**src/rtl/sauce_pkg.sv**
```systemverilog
// Shared types and constants for the sauce vending controller: FSM encoding,
// the unlock code and the flag ROM contents.
package sauce_pkg;

    typedef enum logic [2:0] {
        ST_COLLECT = 3'd0,
        ST_CHECK   = 3'd1,
        ST_VEND    = 3'd2,
        ST_DONE    = 3'd3,
        ST_LOCKOUT = 3'd4
    } state_t;

    // Code bytes are left-aligned: byte 0 of an attempt sits in bits [63:56].
    localparam logic [63:0] CODE = 64'h1F2E3D4C_00000000;

    localparam int FLAG_LEN = 16;

    // "FLAG{s4uce_c0d3}"
    localparam logic [7:0] FLAG_ROM [FLAG_LEN] = '{
        8'h46, 8'h4C, 8'h41, 8'h47, 8'h7B, 8'h73, 8'h34, 8'h75,
        8'h63, 8'h65, 8'h5F, 8'h63, 8'h30, 8'h64, 8'h33, 8'h7D
    };

    function automatic logic [7:0] code_byte(input int idx);
        return CODE[63 - 8*idx -: 8];
    endfunction

endpackage

```
**src/rtl/btn_debounce.sv**
```systemverilog
// Push-button conditioner: 2-flop synchroniser, stable-level debounce counter
// and a single-cycle pulse on each debounced rising edge.
module btn_debounce #(
    parameter int DEBOUNCE_CYCLES = 16
) (
    input  logic clk,
    input  logic rst,
    input  logic btn_raw,
    output logic btn_db,
    output logic press
);

    localparam int CW = (DEBOUNCE_CYCLES > 1) ? $clog2(DEBOUNCE_CYCLES) : 1;

    logic          btn_meta;
    logic          btn_sync;
    logic          btn_db_q;
    logic [CW-1:0] cnt;

    always_ff @(posedge clk or negedge rst) begin
        if (!rst) begin
            btn_meta <= 1'b0;
            btn_sync <= 1'b0;
            btn_db   <= 1'b0;
            btn_db_q <= 1'b0;
            cnt      <= '0;
        end else begin
            btn_meta <= btn_raw;
            btn_sync <= btn_meta;
            btn_db_q <= btn_db;
            // Any return to the accepted level restarts the stability window.
            if (btn_sync == btn_db) begin
                cnt <= '0;
            end else if (cnt == CW'(DEBOUNCE_CYCLES - 1)) begin
                btn_db <= btn_sync;
                cnt    <= '0;
            end else begin
                cnt <= cnt + 1'b1;
            end
        end
    end

    assign press = btn_db & ~btn_db_q;

endmodule

```
**src/rtl/sauce_vend_ctrl.sv**
```systemverilog
// Collects CODE_LEN debounced sauce bytes, checks them against the fixed code,
// streams the flag ROM on a match and locks out after repeated mismatches.
module sauce_vend_ctrl
    import sauce_pkg::*;
#(
    parameter int DEBOUNCE_CYCLES = 16,
    parameter int CODE_LEN        = 4,
    parameter int MAX_FAILS       = 3,
    parameter int LOCKOUT_CYCLES  = 1024
) (
    input  logic       clk,
    input  logic       rst,
    input  logic       BTNL,
    input  logic [7:0] sauce_in,
    input  logic       flag_ready,
    output logic       flag_valid,
    output logic [7:0] flag_byte,
    output logic       unlocked,
    output logic       locked_out,
    output logic [3:0] entry_count,
    output state_t     state_dbg
);

    localparam int FW = $clog2(MAX_FAILS + 1);
    localparam int TW = (LOCKOUT_CYCLES > 1) ? $clog2(LOCKOUT_CYCLES) : 1;
    localparam int PW = $clog2(FLAG_LEN);

    state_t        state;
    state_t        state_nxt;
    logic          btn_db;
    logic          press;
    logic          capture;
    logic          code_match;
    logic          fail_last;
    logic [7:0]    sauce_meta;
    logic [7:0]    sauce_sync;
    logic [7:0]    code_buf [8];
    logic [FW-1:0] fail_cnt;
    logic [TW-1:0] lock_timer;
    logic [PW-1:0] ptr;

    btn_debounce #(
        .DEBOUNCE_CYCLES(DEBOUNCE_CYCLES)
    ) u_btn_debounce (
        .clk    (clk),
        .rst    (rst),
        .btn_raw(BTNL),
        .btn_db (btn_db),
        .press  (press)
    );

    always_ff @(posedge clk or negedge rst) begin
        if (!rst) begin
            sauce_meta <= '0;
            sauce_sync <= '0;
        end else begin
            sauce_meta <= sauce_in;
            sauce_sync <= sauce_meta;
        end
    end

    always_comb begin
        code_match = 1'b1;
        for (int i = 0; i < CODE_LEN; i++) begin
            if (code_buf[i] != code_byte(i)) code_match = 1'b0;
        end
    end

    assign fail_last = (fail_cnt + 1'b1) == FW'(MAX_FAILS);

    always_ff @(posedge clk or negedge rst) begin
        if (!rst) state <= ST_COLLECT;
        else      state <= state_nxt;
    end

    // Flag stream handshake: a byte transfers on every cycle where flag_valid
    // and flag_ready are both high; flag_valid never depends on flag_ready and
    // flag_byte stays fixed until the transfer happens.
    always_comb begin
        state_nxt  = state;
        capture    = 1'b0;
        flag_valid = 1'b0;
        flag_byte  = 8'h00;
        locked_out = 1'b0;
        case (state)
            ST_COLLECT: begin
                if (press && btn_db && (entry_count < 4'(CODE_LEN))) begin
                    capture = 1'b1;
                    if (entry_count == 4'(CODE_LEN - 1)) state_nxt = ST_CHECK;
                end
            end
            ST_CHECK: begin
                if (code_match)     state_nxt = ST_VEND;
                else if (fail_last) state_nxt = ST_LOCKOUT;
                else                state_nxt = ST_COLLECT;
            end
            ST_VEND: begin
                flag_valid = 1'b1;
                flag_byte  = FLAG_ROM[ptr];
                if (flag_ready && (ptr == PW'(FLAG_LEN - 1))) state_nxt = ST_DONE;
            end
            ST_DONE: begin
                state_nxt = ST_DONE;
            end
            ST_LOCKOUT: begin
                locked_out = 1'b1;
                if (lock_timer == '0) state_nxt = ST_COLLECT;
            end
            default: begin
                state_nxt = ST_COLLECT;
            end
        endcase
    end

    always_ff @(posedge clk or negedge rst) begin
        if (!rst) begin
            for (int i = 0; i < 8; i++) code_buf[i] <= '0;
            entry_count <= '0;
            fail_cnt    <= '0;
            lock_timer  <= '0;
            ptr         <= '0;
            unlocked    <= 1'b0;
        end else begin
            case (state)
                ST_COLLECT: begin
                    if (capture) begin
                        code_buf[entry_count[2:0]] <= sauce_sync;
                        entry_count                <= entry_count + 1'b1;
                    end
                end
                ST_CHECK: begin
                    if (code_match) begin
                        unlocked <= 1'b1;
                        fail_cnt <= '0;
                    end else begin
                        fail_cnt    <= fail_cnt + 1'b1;
                        entry_count <= '0;
                        if (fail_last) lock_timer <= TW'(LOCKOUT_CYCLES - 1);
                    end
                end
                ST_VEND: begin
                    if (flag_ready) ptr <= ptr + 1'b1;
                end
                ST_LOCKOUT: begin
                    if (lock_timer == '0) begin
                        fail_cnt    <= '0;
                        entry_count <= '0;
                    end else begin
                        lock_timer <= lock_timer - 1'b1;
                    end
                end
                default: begin
                end
            endcase
        end
    end

    assign state_dbg = state;

endmodule

```
**config.mk**
```make
export PLATFORM = sky130hd
export DESIGN_NAME = sauce_vend_ctrl
export DESIGN_NICKNAME = d
export VERILOG_FILES = /design/src/rtl/sauce_pkg.sv /design/src/rtl/btn_debounce.sv /design/src/rtl/sauce_vend_ctrl.sv
export SDC_FILE = /design/constraint.sdc
export NUM_CORES = 1
export LEC_CHECK = 0
export ABC_AREA = 1
export CELL_PAD_IN_SITES_DETAIL_PLACEMENT = 1
export CELL_PAD_IN_SITES_GLOBAL_PLACEMENT = 1
export CORE_ASPECT_RATIO = 1.25
export CORE_UTILIZATION = 44
export DETAILED_ROUTE_END_ITERATION = 10
export PLACE_DENSITY = 0.79
export SETUP_SLACK_MARGIN = 0.2
export SYNTH_ARGS = -nofsm -noshare
export SYNTH_HDL_FRONTEND = slang
export SYNTH_SLANG_ARGS = --single-unit
```
**constraint.sdc**
```tcl
create_clock -name clk -period 1.95 [get_ports clk]
set_input_delay 0.2925 -clock clk [delete_from_list [all_inputs] [get_ports clk]]
set_output_delay 0.2925 -clock clk [all_outputs]
set_load 0.005 [all_outputs]
```
==> qor.txt <==
Status - finished with violations
Failing checks - setup timing
P_leak - 2.34 nW
Worst-case clock skew - 6.93 ps
Critical path required time - 1660 ps
1st-pass router iterations - 5
Vias/cell - 5.27
# Max-Cap Violations - 0
Starting DRC count in detailed routing - 156
Root Driver - clkbuf_8
Hold Vio Cnt, Final - 0
Yosys warns - 0
Crit path max fanout - 5
Peak VDD IR - 0.616 mV
IO Pins - 30
Area growth, synth to finish - 30.7%
WL final - 9340 µm
Setup crit end - flag_byte[3]
Share of layout cells above drive strength 1 - 0.259
Peak Freq - 0.498 GHz
Initial core utilization - 0.461
First-pass GRT wire length - 14700 µm
HP Class - flip-flop to flip-flop
Port Buf Inserts - 28
NumNets Final - 504
Worst Path Class, Setup - flip-flop to output pin
Core Region - 0.00793 mm²
Fin crit share - 1.03
Syn avg cell area - 8.98 µm²
# DRC - 0
Post-synth EDFFs - 0
Shortest period the worst path allows - 2010 ps
Commonest non-fill, non-tap cell in the layout - nand2_1
Unrepaired setup endpoints after global routing - yes
GRT overflow - 0
Die Height - 104 µm
Power Density - 651 mW/mm²
Final setup viols - 5
Fin util - 0.603
Hpwl dp - 5630 µm
CTS tree - built
Register area share after synthesis - 0.548
Synth cell types - 37
Row count - 36
Crit. End Element - output pin
Ys async rst share - 1.00
Crit path from - ptr[1]
Syn_nets - 429
Fin worst setup slack - -57.8 ps
Clock Path Buffers - 2
Final setup TNS - -145 ps
RR Endpoint - lock_timer[0]
Yosys reg bits - 80
Commonest cells after routing, fill and taps aside - nand2_1 (98), dfrtp_1 (78), inv_1 (44), buf_4 (34), nor2_1 (32)
Vias in the first global route - 3205
Pin count of the biggest net entering global routing - 48
Inserted Clock Buffers - 9
Flop-to-flop setup slack - 230 ps
Synth Instances - 407
Post-route cell area - 0.00478 mm²
Clk sink count - 80
GPL Wtd Cong - 0.814
Die X-Extent - 83.5 µm
GRT Total Usage - 0.213
Drt wl/cell - 16.1 µm
Crit path DAT - 1720 ps
Reg clk slew, reported paths - 80 ps
Main synth FF type - dfrtp_1
ANT cells - 0
Slew Limit Fails - 0
Later-pin clock latency in the skew report - 360 ps
Area after DPL - 0.00417 mm²
Die ar. - 0.00868 mm²
Initial antenna violation count - 0
Synth Cell Area - 0.00365 mm²
Routed via count - 3065
CP startpoint kind - flip-flop
Worst Reg-to-Reg Cells - 10
Post-route ant nets - 0
Worst R2R Start - lock_timer[1]
H-tree Lvls - 3
metrics by stage:
stage | power, mW | instances | setup WS [ps] | hold WS, ps
floorplan | 1.77 | 407 | 312 | -3.09
global placement | 1.84 | 542 | -68.4 | 273
detailed placement | 1.85 | 542 | -100 | 283
CTS | 3.13 | 570 | -13.9 | 354
global route | 3.22 | 582 | -144 | 360
finish | 3.11 | 582 | -57.8 | 352
kinds of logic (layout without fill, tap and decap cells):
logic type | count (synthesis) | count (layout) | share of synthesized area
compound gates | 59 | 59 | 0.0945
xor+xnor | 8 | 8 | 0.0192
fa+ha+maj | 10 | 10 | 0.0342
buf+inv | 64 | 143 | 0.0715
flops | 80 | 80 | 0.548
mux | 1 | 1 | 0.00308
other cells | 1 | 1 | 0.00103
simple gates | 184 | 185 | 0.229
flip-flops by register name, summed over array words and instances, names as in the netlist:
register / flops
unlocked: 1
lock_timer: 10
u_btn_debounce.btn_meta: 1
u_btn_debounce.btn_db: 1
sauce_sync: 8
ptr: 4
u_btn_debounce.btn_db_q: 1
fail_cnt: 2
code_buf: 32
u_btn_debounce.btn_sync: 1
state_dbg: 3
entry_count: 4
u_btn_debounce.cnt: 4
sauce_meta: 8
per-layer routing:
layer | vias up | global-route usage | wire length (µm) | share of wire
li1 | 1441 | - | - | -
met1 | 1540 | 0.249 | 3770 | 0.40
met2 | 65 | 0.385 | 5110 | 0.55
met3 | 19 | 0.0254 | 221 | 0.024
met4 | 0 | 0.102 | 251 | 0.027
met5 | - | 0 | 0 | 0
Yosys cell counts (2+ instances only):
master | n | area share
nand2_1 | 102 | 0.10
xor2_1 | 5 | 0.012
o21ai_0 | 12 | 0.016
a21oi_1 | 8 | 0.011
a211oi_1 | 2 | 0.0041
dfrtp_1 | 80 | 0.55
nor2_1 | 36 | 0.037
o21ai_1 | 24 | 0.033
inv_2 | 3 | 0.0031
nand4_4 | 2 | 0.012
inv_1 | 50 | 0.051
o21ai_2 | 8 | 0.019
nand3_1 | 26 | 0.036
clkbuf_1 | 2 | 0.0021
nand3_2 | 5 | 0.014
xnor2_1 | 3 | 0.0072
nand4_1 | 5 | 0.0086
ha_1 | 10 | 0.034
buf_4 | 2 | 0.0041
buf_2 | 4 | 0.0055
nor3_1 | 2 | 0.0027
critical path: stages (launching register included):
cell,delay [ps]
dfrtp_1,420
buf_6,140
buf_6,120
ha_4,170
o31ai_4,190
buf_4,150
a211oi_2,30
buf_2,130
cell type report:
type | count | area (µm²)
fillers | 925 | 3150
well taps | 95 | 119
clock inverters | 5 | 63.8
clock buffers | 11 | 141
multi-input cells | 264 | 1600
inverters | 55 | 220
flip-flops and latches | 80 | 2000
repair buffers | 72 | 631
what timing repair did:
item,4_1_cts,5_1_grt
endpoints found under the setup margin,29,56
endpoints found under the hold margin,33,0
pin swaps,12,12
hold buffers,1,0
buffers inserted,11,11
gates cloned,0,1
resized for setup,66,28
worst min-delay path by stage:
stage                        from       endpoint  slack [ps]  cells past startpoint
floorplan                     rst   code_buf[32]          -3                      0
CTS                   sauce_in[5]  sauce_meta[5]         350                      1
global placement              rst  lock_timer[5]         270                      1
detailed placement            rst  lock_timer[4]         280                      1
finish              sauce_meta[3]  sauce_sync[3]         350                      0
global route          sauce_in[3]  sauce_meta[3]         360                      1
report_power, final:
| part | switching, mW | internal [mW] | leakage, nW |
|---|---|---|---|
| clock network | 0.624 | 0.638 | 0.101 |
| registers | 0.0142 | 1.69 | 1.06 |
| logic | 0.0869 | 0.0626 | 1.19 |
Power figures use the tool's default switching activity.
